===== src/rtl/rv32_cache_pkg.sv =====
// rtl/rv32_cache_pkg.sv - shared sizes, refill state codes and line type for the rv32 data cache
package rv32_cache_pkg;

    localparam int LINE_BYTES = 32;
    localparam int WORDS      = LINE_BYTES / 4;
    localparam int OFFSET_W   = $clog2(LINE_BYTES);

    typedef logic [2:0] refill_state_t;

    localparam refill_state_t ST_IDLE = 3'd0;
    localparam refill_state_t ST_WB   = 3'd1;
    localparam refill_state_t ST_RD   = 3'd2;
    localparam refill_state_t ST_RESP = 3'd3;
    localparam refill_state_t ST_FILL = 3'd4;

    typedef logic [LINE_BYTES*8-1:0] line_t;

endpackage


===== src/rtl/rv32_line_buf.sv =====
// rtl/rv32_line_buf.sv - WORDSx32 line register file: whole-line load, indexed word write, packed line read
module rv32_line_buf #(
    parameter int WORDS = 8,
    parameter int IDX_W = $clog2(WORDS)
) (
    input  logic                  clk,
    input  logic                  rst,
    input  logic                  load,
    input  logic [WORDS*32-1:0]   load_line,
    input  logic                  we,
    input  logic [IDX_W-1:0]      widx,
    input  logic [31:0]           wdata,
    output logic [WORDS*32-1:0]   line
);
    import rv32_cache_pkg::*;

    logic [31:0] words [WORDS];

    always_ff @(posedge clk) begin
        if (rst) begin
            for (int i = 0; i < WORDS; i++) words[i] <= '0;
        end else if (load) begin
            for (int i = 0; i < WORDS; i++) words[i] <= load_line[32*i +: 32];
        end else if (we) begin
            words[widx] <= wdata;
        end
    end

    for (genvar g = 0; g < WORDS; g++) begin : g_line
        assign line[32*g +: 32] = words[g];
    end

endmodule


===== src/rtl/rv32_cache_refill.sv =====
// rtl/rv32_cache_refill.sv - line refill/writeback engine; RV32_REFILL_CWF_EN enables critical-word-first reads
module rv32_cache_refill #(
    parameter int LINE_BYTES = rv32_cache_pkg::LINE_BYTES,
    parameter int WORDS      = LINE_BYTES / 4
) (
    input  logic                    clk,
    input  logic                    rst,
    input  logic                    miss_valid,
    output logic                    miss_ready,
    input  logic [31:0]             miss_addr,
    input  logic                    victim_dirty,
    input  logic [31:0]             victim_addr,
    input  logic [LINE_BYTES*8-1:0] victim_data,
    output logic                    fill_valid,
    input  logic                    fill_ready,
    output logic [31:0]             fill_addr,
    output logic [LINE_BYTES*8-1:0] fill_data,
    output logic                    crit_valid,
    output logic [31:0]             crit_data,
    output logic                    mem_valid,
    input  logic                    mem_ready,
    output logic                    mem_we,
    output logic [31:0]             mem_addr,
    output logic [31:0]             mem_wdata,
    input  logic                    mem_rvalid,
    input  logic [31:0]             mem_rdata,
    output logic                    busy
);
    import rv32_cache_pkg::*;

    localparam int OFS_W = $clog2(LINE_BYTES);
    localparam int IDX_W = OFS_W - 2;
    localparam int CNT_W = IDX_W + 1;
    localparam logic [IDX_W-1:0] LAST_IDX = IDX_W'(WORDS - 1);

    refill_state_t           state;
    logic [31-OFS_W:0]       victim_tag;
    logic [IDX_W-1:0]        start_idx;
    logic [IDX_W-1:0]        first_idx;
    logic [IDX_W-1:0]        wb_cnt;
    logic [IDX_W-1:0]        wb_next;
    logic [IDX_W-1:0]        iss_cnt;
    logic [IDX_W-1:0]        iss_next;
    logic [CNT_W-1:0]        rsp_cnt;
    logic                    rsp_take;
    logic                    rsp_last;
    logic [LINE_BYTES*8-1:0] victim_line;
    logic                    unused_bits;

    assign miss_ready = (state == ST_IDLE) && !rst;
    assign busy       = (state != ST_IDLE);
    assign wb_next    = wb_cnt + 1'b1;
    assign iss_next   = iss_cnt + 1'b1;

    // Responses are only meaningful while a read burst is outstanding; anything else is dropped.
    assign rsp_take = mem_rvalid && (state == ST_RD || state == ST_RESP) && (rsp_cnt < CNT_W'(WORDS));
    assign rsp_last = rsp_take && (rsp_cnt == CNT_W'(WORDS - 1));

`ifdef RV32_REFILL_CWF_EN
    assign first_idx = miss_addr[OFS_W-1:2];
`else
    assign first_idx = '0;
`endif

    assign unused_bits = ^{miss_addr[OFS_W-1:0], victim_addr[OFS_W-1:0]};

    rv32_line_buf #(.WORDS(WORDS)) u_victim (
        .clk       (clk),
        .rst       (rst),
        .load      (miss_valid && miss_ready),
        .load_line (victim_data),
        .we        (1'b0),
        .widx      ('0),
        .wdata     (32'd0),
        .line      (victim_line)
    );

    rv32_line_buf #(.WORDS(WORDS)) u_fill (
        .clk       (clk),
        .rst       (rst),
        .load      (1'b0),
        .load_line ('0),
        .we        (rsp_take),
        .widx      (start_idx + rsp_cnt[IDX_W-1:0]),
        .wdata     (mem_rdata),
        .line      (fill_data)
    );

    always_ff @(posedge clk) begin
        if (rst) begin
            state      <= ST_IDLE;
            victim_tag <= '0;
            start_idx  <= '0;
            wb_cnt     <= '0;
            iss_cnt    <= '0;
            rsp_cnt    <= '0;
            fill_valid <= 1'b0;
            fill_addr  <= '0;
            mem_valid  <= 1'b0;
            mem_we     <= 1'b0;
            mem_addr   <= '0;
            mem_wdata  <= '0;
        end else begin
            case (state)
                ST_IDLE: begin
                    if (miss_valid) begin
                        fill_addr  <= {miss_addr[31:OFS_W], {OFS_W{1'b0}}};
                        victim_tag <= victim_addr[31:OFS_W];
                        start_idx  <= first_idx;
                        wb_cnt     <= '0;
                        iss_cnt    <= '0;
                        rsp_cnt    <= '0;
                        mem_valid  <= 1'b1;
                        if (victim_dirty) begin
                            state     <= ST_WB;
                            mem_we    <= 1'b1;
                            mem_addr  <= {victim_addr[31:OFS_W], {OFS_W{1'b0}}};
                            mem_wdata <= victim_data[31:0];
                        end else begin
                            state     <= ST_RD;
                            mem_we    <= 1'b0;
                            mem_addr  <= {miss_addr[31:OFS_W], first_idx, 2'b00};
                            mem_wdata <= '0;
                        end
                    end
                end
                ST_WB: begin
                    if (mem_ready) begin
                        if (wb_cnt == LAST_IDX) begin
                            state     <= ST_RD;
                            mem_we    <= 1'b0;
                            mem_wdata <= '0;
                            mem_addr  <= {fill_addr[31:OFS_W], start_idx, 2'b00};
                        end else begin
                            wb_cnt    <= wb_next;
                            mem_addr  <= {victim_tag, wb_next, 2'b00};
                            mem_wdata <= victim_line[32*wb_next +: 32];
                        end
                    end
                end
                ST_RD: begin
                    if (rsp_take) rsp_cnt <= rsp_cnt + 1'b1;
                    if (mem_ready) begin
                        if (iss_cnt == LAST_IDX) begin
                            mem_valid  <= 1'b0;
                            mem_addr   <= '0;
                            state      <= rsp_last ? ST_FILL : ST_RESP;
                            fill_valid <= rsp_last;
                        end else begin
                            iss_cnt  <= iss_next;
                            mem_addr <= {fill_addr[31:OFS_W], start_idx + iss_next, 2'b00};
                        end
                    end
                end
                ST_RESP: begin
                    if (rsp_take) rsp_cnt <= rsp_cnt + 1'b1;
                    if (rsp_last) begin
                        state      <= ST_FILL;
                        fill_valid <= 1'b1;
                    end
                end
                ST_FILL: begin
                    if (fill_ready) begin
                        state      <= ST_IDLE;
                        fill_valid <= 1'b0;
                    end
                end
                default: state <= ST_IDLE;
            endcase
        end
    end

`ifdef RV32_REFILL_CWF_EN
    // The first captured word is the one the core stalled on, so forward it early.
    always_ff @(posedge clk) begin
        if (rst) begin
            crit_valid <= 1'b0;
            crit_data  <= '0;
        end else begin
            crit_valid <= rsp_take && (rsp_cnt == '0);
            if (rsp_take && (rsp_cnt == '0)) crit_data <= mem_rdata;
        end
    end
`else
    assign crit_valid = 1'b0;
    assign crit_data  = '0;
`endif

endmodule


===== config.mk =====
export PLATFORM = sky130hd
export DESIGN_NAME = rv32_cache_refill
export DESIGN_NICKNAME = d
export VERILOG_FILES = /design/src/rtl/rv32_cache_pkg.sv /design/src/rtl/rv32_line_buf.sv /design/src/rtl/rv32_cache_refill.sv
export SDC_FILE = /design/constraint.sdc
export NUM_CORES = 1
export LEC_CHECK = 0
export CAP_MARGIN = 20
export CORE_AREA = 5 5 288 290
export CTS_BUF_LIST = sky130_fd_sc_hd__clkbuf_2 sky130_fd_sc_hd__clkbuf_4 sky130_fd_sc_hd__clkbuf_8
export CTS_CLUSTER_DIAMETER = 120
export DETAILED_ROUTE_END_ITERATION = 6
export DIE_AREA = 0 0 293 295
export GPL_ROUTABILITY_DRIVEN = 0
export GPL_TIMING_DRIVEN = 0
export PLACE_DENSITY = 0.58
export SETUP_SLACK_MARGIN = 0.15
export SYNTH_ARGS = -nofsm -noshare
export SYNTH_HDL_FRONTEND = slang
export SYNTH_SLANG_ARGS = --single-unit
export TNS_END_PERCENT = 50

===== constraint.sdc =====
create_clock -name clk -period 6.8 [get_ports clk]
set_input_delay 1.02 -clock clk [delete_from_list [all_inputs] [get_ports clk]]
set_output_delay 1.02 -clock clk [all_outputs]
set_load 0.02 [all_outputs]

==> impl_metrics.sql, run 1 <==
INSERT INTO impl_metrics (metric_group, metric, value, unit) VALUES
('finish', 'fin_cells', '3800', ''),
('yosys', 'ys_top_cells_by_area', 'edfxtp_1, and2_1, dfxtp_1', ''),
('yosys', 'synthXorXnorAreaFrac', '0.0658', '%'),
('die', 'die_x_extent', '293', 'um'),
('yosys', 'post_synth_inst_count', '1780', ''),
('die', 'initial_standard_cell_utilization_of_the_core', '33.3', '%'),
('placement', 'post_placement_cell_count', '3582', ''),
('sta', 'postLayoutSetupSlackWorst', '1.86', 'ns'),
('yosys', 'postSynth.asyncResetShare', '0', '%'),
('die', 'floorplan.rows', '104', ''),
('finish', 'drive_above_1_share', '14.1', '%'),
('yosys', 'synth_compound_gate_area_share', '6.48', '%'),
('detailed_routing', 'routed-wl-met3', '7.57', 'mm'),
('power_and_ir_drop', 'power_per_standard_cell_area', '314', 'nW/um^2'),
('detailed_routing', 'post-route-drc-count', '1', ''),
('grt', 'global_route.overflow_total', '0', ''),
('placement', 'detailedPlace.worstSlack', '1.70', 'ns'),
('grt', 'grt_first_pass_wirelength', '133', 'mm'),
('clock_network', 'postCtsHoldBufs', '0', ''),
('clock_network', 'cts_buffer_depth', '3', ''),
('yosys', 'edff_count_synth', '512', ''),
('yosys', 'synth.area.mux_share', '7.88', '%'),
('yosys', 'synthesis.area_per_instance', '15.0', 'um^2'),
('placement', 'place.detailed.hpwl', '71.5', 'mm'),
('sta', 'slew_violations', '0', ''),
('sta', 'post-route-min-period', '4.94', 'ns'),
('detailed_routing', 'wl_met1', '35.1', 'mm'),
('worst_setup_path', 'path_class', 'primary input to primary output', ''),
('yosys', 'flop_and_latch_count_out_of_synthesis', '644', ''),
('clock_network', 'root_buffer', 'clkbuf_8', ''),
('yosys', 'area_fraction_in_and_or_nand_and_nor_cells_after_synthesis', '14.1', '%'),
('yosys', 'yosys.area.top_type', 'edfxtp_1', ''),
('placement', 'place_area', '35200', 'um^2'),
('sta', 'setup_viol', '0', ''),
('grt', 'grt_start_max_net_pins', '48', ''),
('detailed_routing', 'detailedRoute.firstPassIterationCount', '7', ''),
('status', 'result_of_the_run', 'complete, but fails checks', ''),
('power_and_ir_drop', 'vdd_drop_max', '0.000165', 'V'),
('flow_run', 'drv.max_cap_violation_count', '0', ''),
('sta', 'measured_slew_at_the_worst_slew_check_pin', '1.05', 'ns'),
('die', 'top_level_ports', '749', ''),
('clock_network', 'cts_resized', '0', ''),
('worst_hold_path', 'hold_path_class', 'register to register', ''),
('detailed_routing', 'ratio_of_routed_vias_to_standard_cells', '4.89', ''),
('yosys', 'yosys.cell_types.count', '53', ''),
('clock_network', 'clock_latency_reported_for_the_late_side_of_the_worst_skew_pair', '0.71', 'ns'),
('yosys', 'synth_top_family_by_area', 'simple AND/OR/NAND/NOR gates', ''),
('clock_network', 'tritoncts', 'built', ''),
('clock_network', 'clock-sinks', '644', ''),
('detailed_routing', 'dr_wl_met2', '47.3', 'mm'),
('detailed_routing', 'drtIter0Drc', '1213', ''),
('yosys', 'synth_warn', '0', ''),
('clock_network', 'post_cts_setup_buffer_count', '0', ''),
('worst_setup_path', 'regToRegSetupSlack', '2.82', 'ns'),
('detailed_routing', 'dr_top_layer', 'met5', ''),
('status', 'violations_in_the_final_reports', 'design-rule violations', ''),
('power_and_ir_drop', 'power.leakage', '13.8', 'nW'),
('sta', 'worst_clock_skew', '0.0505', 'ns'),
('detailed_routing', 'via_count', '18600', ''),
('clock_network', 'number_of_buffers_inserted_during_clock_tree_synthesis', '106', ''),
('power_and_ir_drop', 'total_power', '11.8', 'mW'),
('sta', 'maxClockFrequency', '203', 'MHz'),
('detailed_routing', 'post_dr_wirelength_cell', '24.7', 'um'),
('sta', 'remaining_max_slew_budget_at_the_tightest_pin', '30.0', '%'),
('worst_setup_path', 'worst_ep_required_time', '5.78', 'ns'),
('finish', 'area_growth_syn_to_layout', '41.2', '%'),
('clock_network', 'htreeDepth', '3', ''),
('grt', 'first_global_vias', '19800', ''),
('yosys', 'yosys.area_share.adder', '0.235', '%'),
('sta', 'min_period_over_period', '72.6', '%'),
('die', 'design.die.area', '86400', 'um^2');
[synthesized netlist by cell type (all sizes together) (30+ instances only)]
cell      n
clkbuf   72
mux4     64
and2    451
nor2b    65
a22o     56
a211oi   30
dfxtp   132
a21oi    40
buf      97
mux2i    35
nor2     39
edfxtp  512
[kinds of logic after synthesis]
family,count (synthesis)
compound gates,220
xor+xnor,2
fa+ha+maj,5
buf+inv,175
flops,644
mux,126
other cells,1
simple gates,607
[report_power, final]
group	switching (mW)	internal, mW
clock	1.62	2.11
sequential	0.245	4.95
combinational	1.62	1.26
total	3.48	8.32
[worst max-delay path, stage by stage]
cell             delay, ns
clkdlybuf4s50_1       0.47
clkbuf_1              0.53
buf_1                 0.67
clkbuf_1              0.50
nor2_1                0.10
clkdlybuf4s50_1       0.61
[metal layers]
metal / GRT usage, % / vias up
met3: 5.59 / 211
met1: 23.9 / 9173
met2: 36.4 / 884
li1: - / 8274
met4: 8.70 / 28
met5: 0 / -
[layout make-up]
| cell class | instances | area, um^2 |
|---|---|---|
| fillers | 7134 | 42500 |
| flip-flops and latches | 644 | 18000 |
| multi-input cells | 1000 | 7800 |
| repair buffers | 703 | 7100 |
| clock buffers | 145 | 1800 |
| well taps | 1060 | 1330 |
| plain buffers | 169 | 913 |
| clock inverters | 54 | 536 |
| diodes | 19 | 47.5 |
| inverters | 6 | 26.3 |
[metrics by stage]
| stage | hold WS [ns] | util, % | setup TNS [ns] |
|---|---|---|---|
| CTS | 0.483 | 46.9 | 0 |
| detailed placement | 0.465 | 44.0 | 0 |
| floorplan | 0.446 | - | 0 |
| finish | 0.475 | 46.9 | 0 |
| global placement | 0.459 | 43.8 | -587.45 |
| global route | 0.490 | 46.9 | 0 |
[registers in the layout (all words and copies together), names as in the netlist]
register / cells
mem_we: 1
wb_cnt: 3
mem_valid: 1
u_fill.words: 256
mem_wdata: 32
victim_tag: 27
fill_addr: 27
iss_cnt: 3
mem_addr: 30
state: 3
fill_valid: 1
rsp_cnt: 4
u_victim.words: 256
[final timing paths]
path	start	to	cells past startpoint
worst max register to register	state[1]	u_victim.words[0][117]	9
worst max-delay path	rst	miss_ready	6
worst min-delay path	mem_we	mem_we	2
worst min register to register	mem_we	mem_we	2
[layout by cell type (no fill, tap or decap), types with 17 or more instances in the layout]
master / synthesis / final
clkdlybuf4s50_1: 0 / 697
edfxtp_1: 512 / 512
and2_1: 451 / 451
dfxtp_1: 132 / 132
clkbuf_8: 0 / 113
clkbuf_1: 72 / 72
nor2b_1: 65 / 65
mux4_2: 64 / 64
a22o_1: 56 / 56
buf_2: 43 / 43
buf_4: 43 / 43
a21oi_1: 40 / 40
conb_1: 1 / 40
nor2_1: 39 / 39
mux2i_1: 35 / 35
clkbuf_4: 0 / 32
a211oi_1: 30 / 30
mux2_2: 27 / 27
a222oi_1: 27 / 27
clkinv_1: 1 / 22
a221o_1: 21 / 21
diode_2: 0 / 19
clkinv_2: 0 / 17
(Power assumes the default switching activity.)
==> run 2, diff against run 1 <==
Clock period 6.8 ns to 4.36 ns, I/O delays scaled along.
==> run 2 against run 1 <==
Compared with the run above: the flow now finishes without violations; wire length is 0.43% lower; sequential share of layout area rose by 0.26 points; total power up 52%; design area down 0.54%; combinational power rose by 57%; clock skew up 0.0063 ns; critical path type unchanged; critical endpoint unchanged.
==> impl_metrics.sql, run 2 (same netlist as run 1, synthesis figures left out) <==
INSERT INTO impl_metrics (metric_group, metric, value, unit) VALUES
('flow_run', 'drv.max_cap_violation_count', '0', ''),
('power_and_ir_drop', 'power.leakage', '13.7', 'nW'),
('sta', 'maxClockFrequency', '257', 'MHz'),
('status', 'result_of_the_run', 'completed', ''),
('worst_setup_path', 'critPathTopFamily', 'buffers and inverters', ''),
('detailed_routing', 'via_count', '18300', ''),
('grt', 'global_route.overflow_total', '0', ''),
('clock_network', 'post_cts_setup_buffer_count', '0', ''),
('clock_network', 'clk_pin_slew_worst_paths', '0.06', 'ns'),
('finish', 'area.sequential', '18000', 'um^2'),
('die', 'top_level_ports', '749', ''),
('worst_setup_path', 'worst_r2r_startpoint', 'state[2]', ''),
('detailed_routing', 'drt-total-wl', '93.4', 'mm'),
('clock_network', 'root_buffer', 'clkbuf_8', ''),
('worst_setup_path', 'timing.reg2reg.worst_path_depth', '9', ''),
('placement', 'place.detailed.hpwl', '71.3', 'mm'),
('finish', 'count_of_filler_cells_inserted_in_the_layout', '7150', ''),
('clock_network', 'postCtsHoldBufs', '0', ''),
('finish', 'area_taken_by_multi_input_logic_gates', '7820', 'um^2'),
('sta', 'remaining_max_slew_budget_at_the_tightest_pin', '29.6', '%'),
('clock_network', 'htreeDepth', '3', ''),
('sta', 'slew_violations', '0', ''),
('grt', 'globalRouteTotalUtil', '20.6', '%'),
('sta', 'measured_slew_at_the_worst_slew_check_pin', '1.06', 'ns'),
('sta', 'holdWs', '0.378', 'ns'),
('finish', 'layout_commonest_cell', 'clkdlybuf4s50_1', ''),
('sta', 'min_period_over_period', '89.3', '%'),
('finish', 'drive_above_1_share', '13.9', '%'),
('worst_setup_path', 'worstSetupStartpoint', 'rst', ''),
('worst_hold_path', 'hold_path_class', 'primary input to register', ''),
('clock_network', 'cts_resized', '0', ''),
('detailed_routing', 'antenna_violating_nets_post_route', '0', ''),
('worst_setup_path', 'critical-path-slowest-cell', 'buf_1', ''),
('power_and_ir_drop', 'power_per_standard_cell_area', '479', 'nW/um^2'),
('power_and_ir_drop', 'vdd_drop_max', '0.000242', 'V'),
('grt', 'grt_first_pass_wirelength', '131', 'mm'),
('finish', 'layout.cells.most_common_list', 'clkdlybuf4s50_1, edfxtp_1, and2_1', ''),
('worst_setup_path', 'worstPathArrival', '3.24', 'ns'),
('die', 'design.die.area', '86400', 'um^2'),
('die', 'floorplan.rows', '104', ''),
('worst_setup_path', 'worst_ep_required_time', '3.71', 'ns'),
('worst_setup_path', 'r2r_end', 'u_victim.words[1][9]', ''),
('grt', 'grt_antenna_before_repair', '29', ''),
('placement', 'detailedPlace.worstSlack', '0.279', 'ns'),
('grt', 'grt_start_max_net_pins', '46', ''),
('finish', 'post-route-util', '46.7', '%'),
('clock_network', 'number_of_buffers_inserted_during_clock_tree_synthesis', '105', ''),
('sta', 'setup_viol', '0', ''),
('sta', 'grt_setup_unrepaired', 'no', ''),
('detailed_routing', 'ratio_of_routed_vias_to_standard_cells', '4.84', ''),
('worst_setup_path', 'library_cell_appearing_most_often_on_the_critical_path', 'clkdlybuf4s50_1', ''),
('worst_setup_path', 'worstPathMaxFanout', '10', ''),
('clock_network', 'tritoncts', 'built', ''),
('detailed_routing', 'drtIter0Drc', '1312', ''),
('finish', 'largest_regs', 'u_fill.words (256), u_victim.words (256), mem_wdata (32)', ''),
('placement', 'port_buffers', '697', ''),
('detailed_routing', 'detailedRoute.firstPassIterationCount', '7', ''),
('worst_setup_path', 'path_class', 'primary input to primary output', ''),
('worst_setup_path', 'crit_chain', 'clkdlybuf4s50_1 > clkbuf_8 > buf_1 > clkbuf_1 > nor2_1 > clkdlybuf4s50_1', ''),
('detailed_routing', 'post-route-drc-count', '0', ''),
('sta', 'worst_clock_skew', '0.0568', 'ns'),
('finish', 'area_growth_syn_to_layout', '40.4', '%'),
('clock_network', 'clock_latency_reported_for_the_late_side_of_the_worst_skew_pair', '0.70', 'ns'),
('clock_network', 'clock-sinks', '644', ''),
('clock_network', 'cts_buffer_depth', '3', ''),
('grt', 'first_global_vias', '19200', ''),
('sta', 'postLayoutSetupSlackWorst', '0.467', 'ns'),
('die', 'initial_standard_cell_utilization_of_the_core', '33.3', '%'),
('sta', 'timing_hold_violations_final', '0', ''),
('worst_setup_path', 'cp_num_cells', '6', ''),
('worst_setup_path', 'start_kind', 'primary input', ''),
('die', 'die_x_extent', '293', 'um'),
('detailed_routing', 'post_dr_wirelength_cell', '24.7', 'um'),
('worst_setup_path', 'crit_path_max_incr_delay', '0.61', 'ns'),
('worst_setup_path', 'critical_path.endpoint_type', 'primary output', ''),
('sta', 'post-route-min-period', '3.89', 'ns'),
('worst_setup_path', 'worst-path-buf-inv', '5', ''),
('die', 'coreArea', '80000', 'um^2'),
('finish', 'nets', '2993', ''),
('worst_setup_path', 'regToRegSetupSlack', '1.16', 'ns'),
('die', 'chipHeight', '295', 'um'),
('worst_setup_path', 'critPathCapture', 'miss_ready', '');
==> run 2: changes by cell type in the layout (fill, tap and decap cells not counted), sizes merged <==
cell / change
bufinv: -7
clkinvlp: +1
clkbuf: -6
inv: -1
diode: -4
clkinv: +5
==> run 2: worst min path at each step <==
stage | startpoint | to | slack (ns) | depth (start not counted)
after floorplan | iss_cnt[1] | iss_cnt[1] | 0.45 | 1
after global placement | victim_tag[3] | victim_tag[3] | 0.46 | 1
after detailed placement | victim_tag[3] | victim_tag[3] | 0.47 | 1
after CTS | mem_ready | mem_valid | 0.27 | 2
after global routing | mem_ready | mem_valid | 0.31 | 2
final | mem_ready | mem_valid | 0.38 | 2
==> run 2: cell type report <==
cell class,instances,area share [%]
inverters,6,0.0703
repair buffers,703,19.0
plain buffers,169,2.52
well taps,1060,3.55
clock buffers,139,4.65
flip-flops and latches,644,48.2
multi-input cells,1000,20.9
clock inverters,52,0.951
diodes,15,0.100
==> run 2: stage by stage <==
stage	TNS (ns)	power [mW]	area [um^2]	cells
after floorplan	-267.01	10.6	26800	1819
after global placement	-863.03	12.7	35100	3576
after detailed placement	0	12.8	35200	3582
after CTS	0	18.1	37300	3773
after global routing	0	18.6	37300	3779
final	0	17.9	37400	3788
==> run 2: report_power, final <==
| part | total [mW] | switching, mW | internal, mW |
|---|---|---|---|
| registers | 8.11 | 0.384 | 7.73 |
| logic | 4.51 | 2.53 | 1.98 |
| clock network | 5.28 | 2.49 | 2.79 |
| total | 17.9 | 5.40 | 12.5 |
==> run 2: metal layers <==
| metal | part of all wire [%] | GRT usage [%] | vias up |
|---|---|---|---|
| met5 | 0.16 | 0 | - |
| met4 | 2.9 | 6.20 | 22 |
| met3 | 8.0 | 5.36 | 175 |
| met2 | 52 | 37.1 | 864 |
| met1 | 37 | 24.1 | 9032 |
| li1 | - | - | 8242 |
